===== src/rtl/bmac_acc_pipe.sv =====
// Streaming binary MAC: XNOR, mask, chunked popcount and saturating accumulate over
// multi-beat vectors. The result leaves on a valid/ready channel.
module bmac_acc_pipe #(
  parameter int IN_WIDTH  = 32,
  parameter int LUT_WIDTH = 8,
  parameter int ACC_WIDTH = 16,
  parameter bit BIPOLAR   = 1'b1
) (
  input  logic                 clk,
  input  logic                 rst,
  input  logic                 in_valid,
  output logic                 in_ready,
  input  logic [IN_WIDTH-1:0]  in_a,
  input  logic [IN_WIDTH-1:0]  in_b,
  input  logic [IN_WIDTH-1:0]  in_mask,
  input  logic                 in_last,
  output logic                 out_valid,
  input  logic                 out_ready,
  output logic [ACC_WIDTH-1:0] out_data,
  output logic                 out_sat
);
  localparam int NCHUNK = IN_WIDTH / LUT_WIDTH;
  localparam int PW     = $clog2(IN_WIDTH + 1);
  localparam int CW     = $clog2(LUT_WIDTH + 1);
  localparam int AW1    = ACC_WIDTH + 1;

  function automatic logic [PW-1:0] pop_word(input logic [IN_WIDTH-1:0] v);
    logic [PW-1:0] n;
    n = '0;
    for (int i = 0; i < IN_WIDTH; i++) n = n + PW'(v[i]);
    return n;
  endfunction

  function automatic logic [CW-1:0] pop_chunk(input logic [LUT_WIDTH-1:0] v);
    logic [CW-1:0] n;
    n = '0;
    for (int i = 0; i < LUT_WIDTH; i++) n = n + CW'(v[i]);
    return n;
  endfunction

  // Bipolar sums are signed: out of range when the two top bits disagree.
  // Unipolar sums are never negative, so only the carry bit can overflow.
  function automatic logic is_clamped(input logic signed [AW1-1:0] s);
    if (BIPOLAR) return s[AW1-1] ^ s[AW1-2];
    return s[AW1-1];
  endfunction

  function automatic logic [ACC_WIDTH-1:0] sat_val(input logic signed [AW1-1:0] s);
    if (!is_clamped(s)) return s[ACC_WIDTH-1:0];
    if (!BIPOLAR) return '1;
    return s[AW1-1] ? {1'b1, {(ACC_WIDTH-1){1'b0}}} : {1'b0, {(ACC_WIDTH-1){1'b1}}};
  endfunction

  logic                        stall;
  logic                        vld_p0, vld_p1, vld_p2;
  logic [IN_WIDTH-1:0]         x_p0;
  logic [PW-1:0]               nb_p0, nb_p1, nb_p2;
  logic                        last_p0, last_p1, last_p2;
  logic [CW-1:0]               chunk_p1 [NCHUNK];
  logic [PW-1:0]               pop_p2;
  logic [PW-1:0]               pop_sum;
  logic signed [ACC_WIDTH-1:0] acc;
  logic                        first, sat_sticky;
  logic signed [AW1-1:0]       contrib, base, sum;
  logic                        clamp;
  logic [ACC_WIDTH-1:0]        sum_sat;

  assign stall    = out_valid & ~out_ready;
  assign in_ready = ~stall;

  always_comb begin
    pop_sum = '0;
    for (int k = 0; k < NCHUNK; k++) pop_sum = pop_sum + PW'(chunk_p1[k]);
  end

  always_comb begin
    contrib = AW1'(pop_p2);
    if (BIPOLAR) contrib = (AW1'(pop_p2) << 1) - AW1'(nb_p2);
    base = '0;
    if (!first) base = BIPOLAR ? AW1'(acc) : AW1'($unsigned(acc));
    sum     = base + contrib;
    clamp   = is_clamped(sum);
    sum_sat = sat_val(sum);
  end

  // p0: XNOR/mask and active-bit count; p1: per-chunk counts; p2: summed count
  always_ff @(posedge clk) begin
    if (!stall) begin
      if (in_valid) begin
        x_p0    <= ~(in_a ^ in_b) & in_mask;
        nb_p0   <= pop_word(in_mask);
        last_p0 <= in_last;
      end
      if (vld_p0) begin
        for (int k = 0; k < NCHUNK; k++)
          chunk_p1[k] <= pop_chunk(x_p0[k*LUT_WIDTH +: LUT_WIDTH]);
        nb_p1   <= nb_p0;
        last_p1 <= last_p0;
      end
      if (vld_p1) begin
        pop_p2  <= pop_sum;
        nb_p2   <= nb_p1;
        last_p2 <= last_p1;
      end
    end
  end

  // Accumulate stage and output register
  always_ff @(posedge clk or posedge rst) begin
    if (rst) begin
      vld_p0     <= 1'b0;
      vld_p1     <= 1'b0;
      vld_p2     <= 1'b0;
      acc        <= '0;
      first      <= 1'b1;
      sat_sticky <= 1'b0;
      out_valid  <= 1'b0;
      out_data   <= '0;
      out_sat    <= 1'b0;
    end else if (!stall) begin
      vld_p0    <= in_valid;
      vld_p1    <= vld_p0;
      vld_p2    <= vld_p1;
      out_valid <= 1'b0;
      if (vld_p2) begin
        if (last_p2) begin
          out_data   <= sum_sat;
          out_sat    <= sat_sticky | clamp;
          out_valid  <= 1'b1;
          first      <= 1'b1;
          sat_sticky <= 1'b0;
        end else begin
          acc        <= $signed(sum_sat);
          first      <= 1'b0;
          sat_sticky <= sat_sticky | clamp;
        end
      end
    end
  end

endmodule


===== config.mk =====
export PLATFORM = sky130hd
export DESIGN_NAME = bmac_acc_pipe
export DESIGN_NICKNAME = d
export VERILOG_FILES = /design/src/rtl/bmac_acc_pipe.sv
export SDC_FILE = /design/constraint.sdc
export NUM_CORES = 1
export LEC_CHECK = 0
export BUFFER_PORTS_ARGS = -buffer_cell sky130_fd_sc_hd__buf_4
export CORE_MARGIN = 10
export CORE_UTILIZATION = 57
export DETAILED_ROUTE_END_ITERATION = 7
export GPL_TIMING_DRIVEN = 0
export PLACE_DENSITY = 0.88
export SETUP_SLACK_MARGIN = 0.05
export SLEW_MARGIN = 20
export SYNTH_ARGS = -nofsm -noshare
export SYNTH_HDL_FRONTEND = slang
export SYNTH_SLANG_ARGS = --single-unit

===== constraint.sdc =====
create_clock -name clk -period 10.75 [get_ports clk]
set_clock_uncertainty 0.1 [all_clocks]
set_input_delay 2.15 -clock clk [delete_from_list [all_inputs] [get_ports clk]]
set_output_delay 2.15 -clock clk [all_outputs]
set_load 0.02 [all_outputs]

; Word level (Yosys, flattened, before mapping)
; Memories as Yosys holds them, arrays and structs flattened.
; Cells that the tools add are included.
[totals]
ramBits = 16
elab_cells = 106
inputBits = 101
n_memories = 1
out_inout_bits = 19
regBits = 98
[op_classes]
mux = 9
n_bitwise = 9
n_reduce_logical = 6
n_addsub = 64
[memory_table]
columns = memory, words, word_bits, read_ports, rd_ports_with_merged_regs, write_ports, line
row1 = chunk_p1, 4, 4, 4, 0, 4, 59  ; logic [CW-1:0] chunk_p1 [NCHUNK];
[ops]
columns = op, n
row1 = 6-bit by 1-bit adder with 6-bit output, 26
row2 = 4-bit by 1-bit adder with 4-bit output, 16
row3 = 32-bit AND, 1
row4 = 16-bit 2-to-1 mux, 2
row5 = 32-bit inverter, 1
row6 = 32-bit XOR, 1
row7 = 3-bit by 1-bit adder with 4-bit output, 5
row8 = 17-bit by 8-bit adder with 17-bit output, 1
row9 = 17-bit 2-to-1 mux, 1
row10 = 2-bit by 1-bit adder with 3-bit output, 5
row11 = 1-bit by 1-bit adder with 2-bit output, 5
row12 = 2-bit AND reduction, 4
row13 = 7-bit by 6-bit subtractor with 8-bit output, 1
row14 = 5-bit by 1-bit adder with 6-bit output, 1
row15 = 5-bit by 4-bit adder with 6-bit output, 1
row16 = 6-bit by 4-bit adder with 6-bit output, 1
row17 = 1-bit 2-to-1 mux, 6
row18 = 3-bit AND reduction, 2
row19 = 4-bit by 1-bit adder with 5-bit output, 1
row20 = 4-bit by 4-bit adder with 5-bit output, 1
row21 = 1-bit inverter, 3
row22 = 1-bit AND, 1
row23 = 1-bit OR, 1
row24 = 1-bit XOR, 1

; Longest topological paths before layout
; Gate-level depths: netlist of the first run.
[logic_depth]
depth_word = 31
mapped_depth = 19
mapped_depth_nobuf = 17

; Least setup slack after synthesis of the first run
; No wires, ideal clock.
[synth_path]
kind = input -> register
startpoint = in in_mask[0]
endpoint = reg nb_p0[5] (data pin)
setup_ps = 254
cell_stages = 15
path_buffers = 0
slack_ps = 4252
arrival_time_ps = 6144
required_ps = 10396
path_cell_list = inv_1 fa_1 fa_1 inv_1 fa_1 fa_1 fa_1 inv_1 fa_1 inv_1 ha_1 a21o_1 a21oi_1 nor2b_1 o21a_1
[synth_via]
elab_chain_cells = 31
[synth_lines]
columns = element, line
row1 = start: declaration, 15  ; input logic [IN_WIDTH-1:0] in_mask,
row2 = 1-bit by 1-bit adder with 2-bit output, 30  ; for (int i = 0; i < IN_WIDTH; i++) n = n + PW'(v[i]);
row3 = 2-bit by 1-bit adder with 3-bit output, 30
row4 = 3-bit by 1-bit adder with 4-bit output, 30
row5 = 4-bit by 1-bit adder with 5-bit output, 30
row6 = 5-bit by 1-bit adder with 6-bit output, 30
row7 = 6-bit by 1-bit adder with 6-bit output (26 in series), 30
row8 = end signal: assignment, 91  ; nb_p0 <= pop_word(in_mask);
row9 = end: declaration, 57  ; logic [PW-1:0] nb_p0, nb_p1, nb_p2;
; Every way passes these cells.
; A chain may end at the register's enable or synchronous reset.

; Final worst setup path of the first run
[layout_path]
startpoint = in in_mask[17]
endpoint = reg nb_p0[5] (data pin)
[layout_via]
elab_chain_cells = 15
[layout_lines]
columns = element, line
row1 = 6-bit by 1-bit adder with 6-bit output (15 in series), 30
; Every way passes these cells.

==> results by group, run 1 <==
STA
  • Setup TNS: 0 ps
  • RSZ-0062 raised after global routing: no
  • Final Hold Viols: 0
  • Max_slew headroom: 33.1%
  • Final max-slew violation count: 0
  • Maximum clock frequency: approximately 150 MHz
  • Final setup fails: 0
  • Final Cycle Share: about three fifths
  • Worst-Margin Slew: 1000 ps
  • Min cycle time layout: around 6500 ps

Worst setup path
  • Crit path launch: in_mask[17]
  • CP Launch Type: primary input
  • CP required: 10810 ps
  • FF-to-FF End: acc[5]
  • Crit path capture type: flip-flop
  • WS Path Type: primary input to flip-flop
  • CP Max Fanout: 2
  • RR Startpoint: nb_p2[1]
  • R2R depth: 17
  • Crit path arrival time: around 6500 ps
  • Flop2flop setup slack: between 5000 and 6000 ps

Yosys
  • Area leader, netlist: edfxtp_1
  • Mapped Cells: around 630
  • Syn Nets: just over 800
  • Avg Inst Size Synth: 11.6 sq um
  • EDFF count, synth: 75
  • Synth async-reset ratio: between 30% and 40%
  • Synth area leaders: edfxtp_1, fa_1, dfrtp_1
  • Sequential cell area fraction in the yosys report: between 40 and 50%
  • Register bit total from synthesis: about 110
  • Yosys warning total: 0
  • Top FF cell, synth: edfxtp_1
  • Post-Syn Area: 0.00726 sq mm
  • Area share of the largest cell type after synthesis: 31.0%
  • Synth unique cells: 48

Global route
  • Largest net degree at the start of global routing: 40
  • Vias in the first global route: roughly 5700
  • Global-route wire length before repair: around 26 mm
  • Remaining Overflow, GRT: 0
  • GR Util met1: a little under a fifth
  • GR Util met2: about a third
  • Tot GR Track Use: 18.4%
  • GR peak layer: met2
  • M3 GR Usage: 6.13%
  • Initial antenna violation count: 0

Clocking
  • Post-cts sizing count: 0
  • Worst-Skew Late Latency: around 410 ps
  • Sink Count: approximately 110
  • Hold buffers post-CTS: 0
  • CTS tree: done
  • Clock-pin slew on the worst setup and hold paths: around 50 ps
  • Postcts setup bufs: 0
  • Num CTS Buffers: 17
  • Root buf cell: clkbuf_16
  • H-Tree Depth: 4
  • Clock buffer depth: 2

Final layout
  • # diodes: 0
  • Area grow syn2layout: 23.2%
  • Nets: slightly below 1000
  • Final instance area: about 0.0089 sq mm
  • Share of layout cells above drive strength 1: 23.6%
  • # fillers: 839

Floorplan
  • Row cnt: between 40 and 50
  • Initial Utilization: 57.8%
  • Chip Height: 133 microns
  • IO Pins: 120
  • Core area: between 0.01 and 0.015 sq mm
  • Die area: around 0.018 sq mm
  • Die width: between 100 and 150 microns

Placement
  • Post-DP Area: 0.00840 sq mm
  • GPL Wtd Cong: ~0.84
  • Buffers on Ports: around 120
  • Post-detail-place hpwl: ~12 mm

Worst hold path
  • Worst Hold Depth: 0
  • Hold_sp: nb_p0[0]
  • Hold WC Path Type: flip-flop to flip-flop
  • Hold EP: nb_p1[0]

Status
  • Status: completed

Routing
  • Initial DRC Count: 313
  • Via count: between 4000 and 5000
  • First-pass detailed-route iteration total: 5
  • Vias per cell: ~5.2
  • Final ANT Viol Nets: 0
  • Routed WL per cell: between 15 and 20 microns
  • Total wire length: 15.5 mm
  • DRC: 0

Flow run
  • MaxCap Viol Count: 0
-- metrics by stage --
step	utilization, %	cells	setup slack [ps]	hold WS (ps)
after global routing	71.2	952	4180	329
final	71.2	952	4270	322
after CTS	71.2	952	4280	318
after global placement	66.6	919	4010	301
after detailed placement	66.8	920	3890	305
after floorplan	-	628	4250	300
-- cell type report --
cell class | instances | area, sq um | share of cell area, %
multi-input combinational | 399 | 3580 | 40.1
sequential | 114 | 3230 | 36.1
timing repair buffer | 120 | 913 | 10.2
clock buffer | 19 | 433 | 4.84
inverter | 103 | 387 | 4.32
tap | 172 | 215 | 2.40
clock inverter | 13 | 119 | 1.33
buffer | 12 | 67.6 | 0.755
-- worst max-delay path, cell delays in order --
cell and delay (ps):
buf_4 120, fa_1 530, inv_1 60, fa_1 410, inv_1 100, fa_1 440, fa_1 480, fa_1 560
inv_1 60, fa_1 600, inv_1 70, ha_1 300, a21o_1 170, a21oi_1 220, nor2b_1 90, o21a_1 180
-- metal layers --
metal / vias to the layer above / share of wire [%]
met5: - / 0
met4: 0 / 2.6
met3: 34 / 7.4
met2: 208 / 53
met1: 2358 / 37
li1: 2352 / -
-- layout by cell type, fill, tap and decap left out, drive strengths merged, types with 15 or more instances in the layout --
| cell | instances |
|---|---|
| and2 | 15 |
| nor2b | 27 |
| fa | 50 |
| xnor2 | 24 |
| clkbuf | 27 |
| a21oi | 25 |
| o21ai | 35 |
| dfrtp | 38 |
| nand2 | 31 |
| edfxtp | 75 |
| mux2 | 15 |
| ha | 45 |
| xor2 | 34 |
| buf | 124 |
| nor2 | 37 |
| inv | 103 |
-- logic make-up after synthesis --
logic type               Yosys count  synth area share [%]
AND/OR/NAND/NOR                  132                  9.63
buffers and inverters            115                  6.25
adder cells (fa/ha/maj)           95                  21.5
multiplexers                      15                  2.33
XOR/XNOR                          58                  7.00
flip-flops                       114                  44.5
AO/OA/AOI/OAI                     99                  8.79
-- synth_stat cells, drive strengths merged, types with 4 or more instances --
master,n
a31oi,6
clkbuf,8
xor2,34
dfrtp,38
edfxtp,75
a21oi,25
nand3,6
buf,4
nand2,31
nand2b,5
mux2,15
a211oi,6
nor2b,27
fa,50
a21o,10
o21ai,35
nor2,37
xnor2,24
and2,15
ha,45
inv,103
-- worst max path at each step --
stage	endpoint
floorplan	nb_p0[5]
global placement	nb_p0[5]
detailed placement	nb_p0[5]
CTS	nb_p0[4]
global route	nb_p0[5]
finish	nb_p0[5]
-- registers in the layout, summed over array words and instances (netlist names), 6 cells and up --
name      flops
x_p0         32
acc          16
nb_p1         6
chunk_p1     16
nb_p2         6
nb_p0         6
out_data     16
pop_p2        6
Power of run 1 is left out: the tool's default activity adds up to more than one toggle a clock period on the data nets, which glitch-free logic cannot reach.
==> run 2, diff against run 1 <==
--- a/config.mk
+++ b/config.mk
@@ -7,10 +7,10 @@
 export LEC_CHECK = 0
 export BUFFER_PORTS_ARGS = -buffer_cell sky130_fd_sc_hd__buf_4
 export CORE_MARGIN = 10
-export CORE_UTILIZATION = 57
+export CORE_UTILIZATION = 52
 export DETAILED_ROUTE_END_ITERATION = 7
 export GPL_TIMING_DRIVEN = 0
-export PLACE_DENSITY = 0.88
+export PLACE_DENSITY = 0.84
 export SETUP_SLACK_MARGIN = 0.05
 export SLEW_MARGIN = 20
 export SYNTH_ARGS = -nofsm -noshare
==> constraint.sdc (replaced) <==
create_clock -name clk -period 5.2 [get_ports clk]
set_clock_uncertainty 0.1 [all_clocks]
set_input_delay 1.04 -clock clk [delete_from_list [all_inputs] [get_ports clk]]
set_output_delay 1.04 -clock clk [all_outputs]
set_load 0.02 [all_outputs]
==> run 2 against run 1 <==
Effect of this change:
- die area grew 8.1%
- first-iteration DRC count down 9.6%
- register-to-register slack worse by 5500 ps
- clock-buffer cell count down 2
- sequential share of layout area down 0.31 points
- hold slack lost 3.3 ps
- non-clock buffer count increased by 4
- global-route usage down 1.7 points
- cell area up 0.87%
- critical path depth did not move
==> results by group, run 2 (synthesized netlist as in run 1, its figures left out) <==
Status
  • Status: completed (unchanged)

Worst hold path
  • Hold WC Path Type: flip-flop to flip-flop (unchanged)
  • Hold_sp: nb_p1[0] (was nb_p0[0])
  • Worst Hold Depth: 0 (unchanged)
  • Hold EP: nb_p2[0] (was nb_p1[0])

Final layout
  • Multi-input gate area: 0.00361 sq mm (was 0.00358 sq mm)
  • Area grow syn2layout: 24.3% (was 23.2%)
  • Share of layout cells above drive strength 1: 27.0% (was 23.6%)
  • Commonest non-fill, non-tap cells in the layout: buf_4, inv_1, edfxtp_1, fa_1, ha_1 (unchanged)
  • Largest Register: x_p0 (unchanged)
  • Sequential cell area: 0.00323 sq mm (unchanged)
  • Nets: 967 (was 963)
  • Most common cell after layout, fill and taps aside: buf_4 (unchanged)
  • Largest register FFs: 32 (unchanged)
  • # fillers: 1026 (was 839)
  • # diodes: 0 (unchanged)

Worst setup path
  • Flop2flop setup slack: 440 ps (was 5950 ps)
  • Crit path capture type: flip-flop (unchanged)
  • CP Max Fanout: 2 (unchanged)
  • FF-to-FF End: acc[5] (unchanged)
  • Crit path launch: in_mask[17] (unchanged)
  • Crit path arrival time: 5160 ps (was 6530 ps)
  • RR Startpoint: nb_p2[1] (unchanged)
  • CP Launch Type: primary input (unchanged)
  • WS Path Type: primary input to flip-flop (unchanged)
  • R2R depth: 18 (was 17)
  • CP required: 5280 ps (was 10810 ps)

Routing
  • Final ANT Viol Nets: 0 (unchanged)
  • Via count: 4889 (was 4952)
  • Vias per cell: 5.07 (was 5.20)
  • Total wire length: 15.6 mm (was 15.5 mm)
  • Routed WL per cell: 16.1 microns (was 16.3 microns)
  • Initial DRC Count: 283 (was 313)
  • DRC: 0 (unchanged)
  • First-pass detailed-route iteration total: 6 (was 5)

Clocking
  • H-Tree Depth: 4 (unchanged)
  • Clock buffer depth: 2 (unchanged)
  • Clock-pin slew on the worst setup and hold paths: 50 ps (about the same)
  • Num CTS Buffers: 17 (unchanged)
  • Hold buffers post-CTS: 0 (unchanged)
  • Root buf cell: clkbuf_16 (unchanged)
  • Sink Count: 114 (unchanged)
  • CTS tree: done (unchanged)
  • Worst-Skew Late Latency: 420 ps (was 410 ps)

Floorplan
  • Row cnt: 43 (was 41)
  • Chip Height: 138 microns (was 133 microns)
  • Core area: 0.0138 sq mm (was 0.0126 sq mm)
  • Initial Utilization: 52.7% (was 57.8%)
  • IO Pins: 120 (unchanged)
  • Die area: 0.0191 sq mm (was 0.0177 sq mm)
  • Die width: 138 microns (was 133 microns)

STA
  • Final Cycle Share: a little over nine tenths
  • Max_slew headroom: 36.1% (was 33.1%)
  • Setup TNS: 0 ps (unchanged)
  • Final setup fails: 0 (unchanged)
  • Min cycle time layout: 5080 ps
  • Maximum clock frequency: 197 MHz
  • Worst-Margin Slew: 958 ps (was 1000 ps)
  • Final max-slew violation count: 0 (unchanged)
  • Final Hold Viols: 0 (unchanged)
  • RSZ-0062 raised after global routing: yes (was no)

Flow run
  • MaxCap Viol Count: 0 (unchanged)

Global route
  • Vias in the first global route: 5620 (was 5666)
  • Initial antenna violation count: 0 (unchanged)
  • Largest net degree at the start of global routing: 40 (unchanged)
  • Tot GR Track Use: 16.8% (was 18.4%)
  • Remaining Overflow, GRT: 0 (unchanged)
  • Global-route wire length before repair: 26.1 mm (was 26.2 mm)

Placement
  • GPL Wtd Cong: 0.911 (was 0.839)
  • Buffers on Ports: 119 (unchanged)
  • Post-detail-place hpwl: 12.4 mm (was 12.5 mm)
-- run 2: stage by stage --
step / cell area (sq um) / instances / utilization [%] / hold WS (ps) / setup WS [ps]
after global placement: 8400 / 927 / 61.0 / 302 / -291
after global routing: 9030 / 964 / 65.5 / 329 / -7.94
final: 9030 / 964 / 65.5 / 319 / 119
after floorplan: 7280 / 628 / - / 300 / -18.1
after CTS: 8980 / 961 / 65.2 / 318 / 59.9
after detailed placement: 8430 / 929 / 61.2 / 305 / -373
-- run 2: worst max path at each step --
stage	to	depth (start not counted)
2_1_floorplan	nb_p0[5]	15
3_3_place_gp	nb_p0[5]	16
3_5_place_dp	nb_p0[4]	16
4_1_cts	nb_p0[4]	16
5_1_grt	nb_p0[4]	16
6_report	nb_p0[5]	16
-- run 2: final cells by class --
cell class | instances | area share (%)
Multi-Input combinational cell | 399 | 40.0
Sequential cell | 114 | 35.8
Timing Repair Buffer | 124 | 10.6
Clock buffer | 17 | 4.71
Inverter | 103 | 4.37
Tap cell | 180 | 2.50
Clock inverter | 15 | 1.32
Buffer | 12 | 0.749
-- run 2: worst max-delay path, cell delays in order --
cell	delay [ps]
buf_6	100
fa_1	560
inv_2	50
fa_2	350
inv_2	70
fa_1	420
fa_1	520
fa_1	540
inv_2	40
fa_1	560
inv_1	50
ha_1	290
a21o_1	170
a21oi_2	160
nor2b_1	60
o21a_1	160
-- run 2: routing by layer --
metal / vias to the layer above / wire length (microns) / track usage (%)
li1: 2368 / - / -
met1: 2317 / 5850 / 17.1
met2: 173 / 8210 / 30.4
met3: 31 / 1160 / 6.37
met4: 0 / 330 / 6.05
met5: - / 0 / 0
-- run 2: timing repair --
| action | 4_1_cts | 5_1_grt |
|---|---|---|
| buffers inserted | 0 | 3 |
| resized for setup | 0 | 17 |
| endpoints found under the setup margin | 0 | 2 |
Power of run 2 is left out for the same reason.
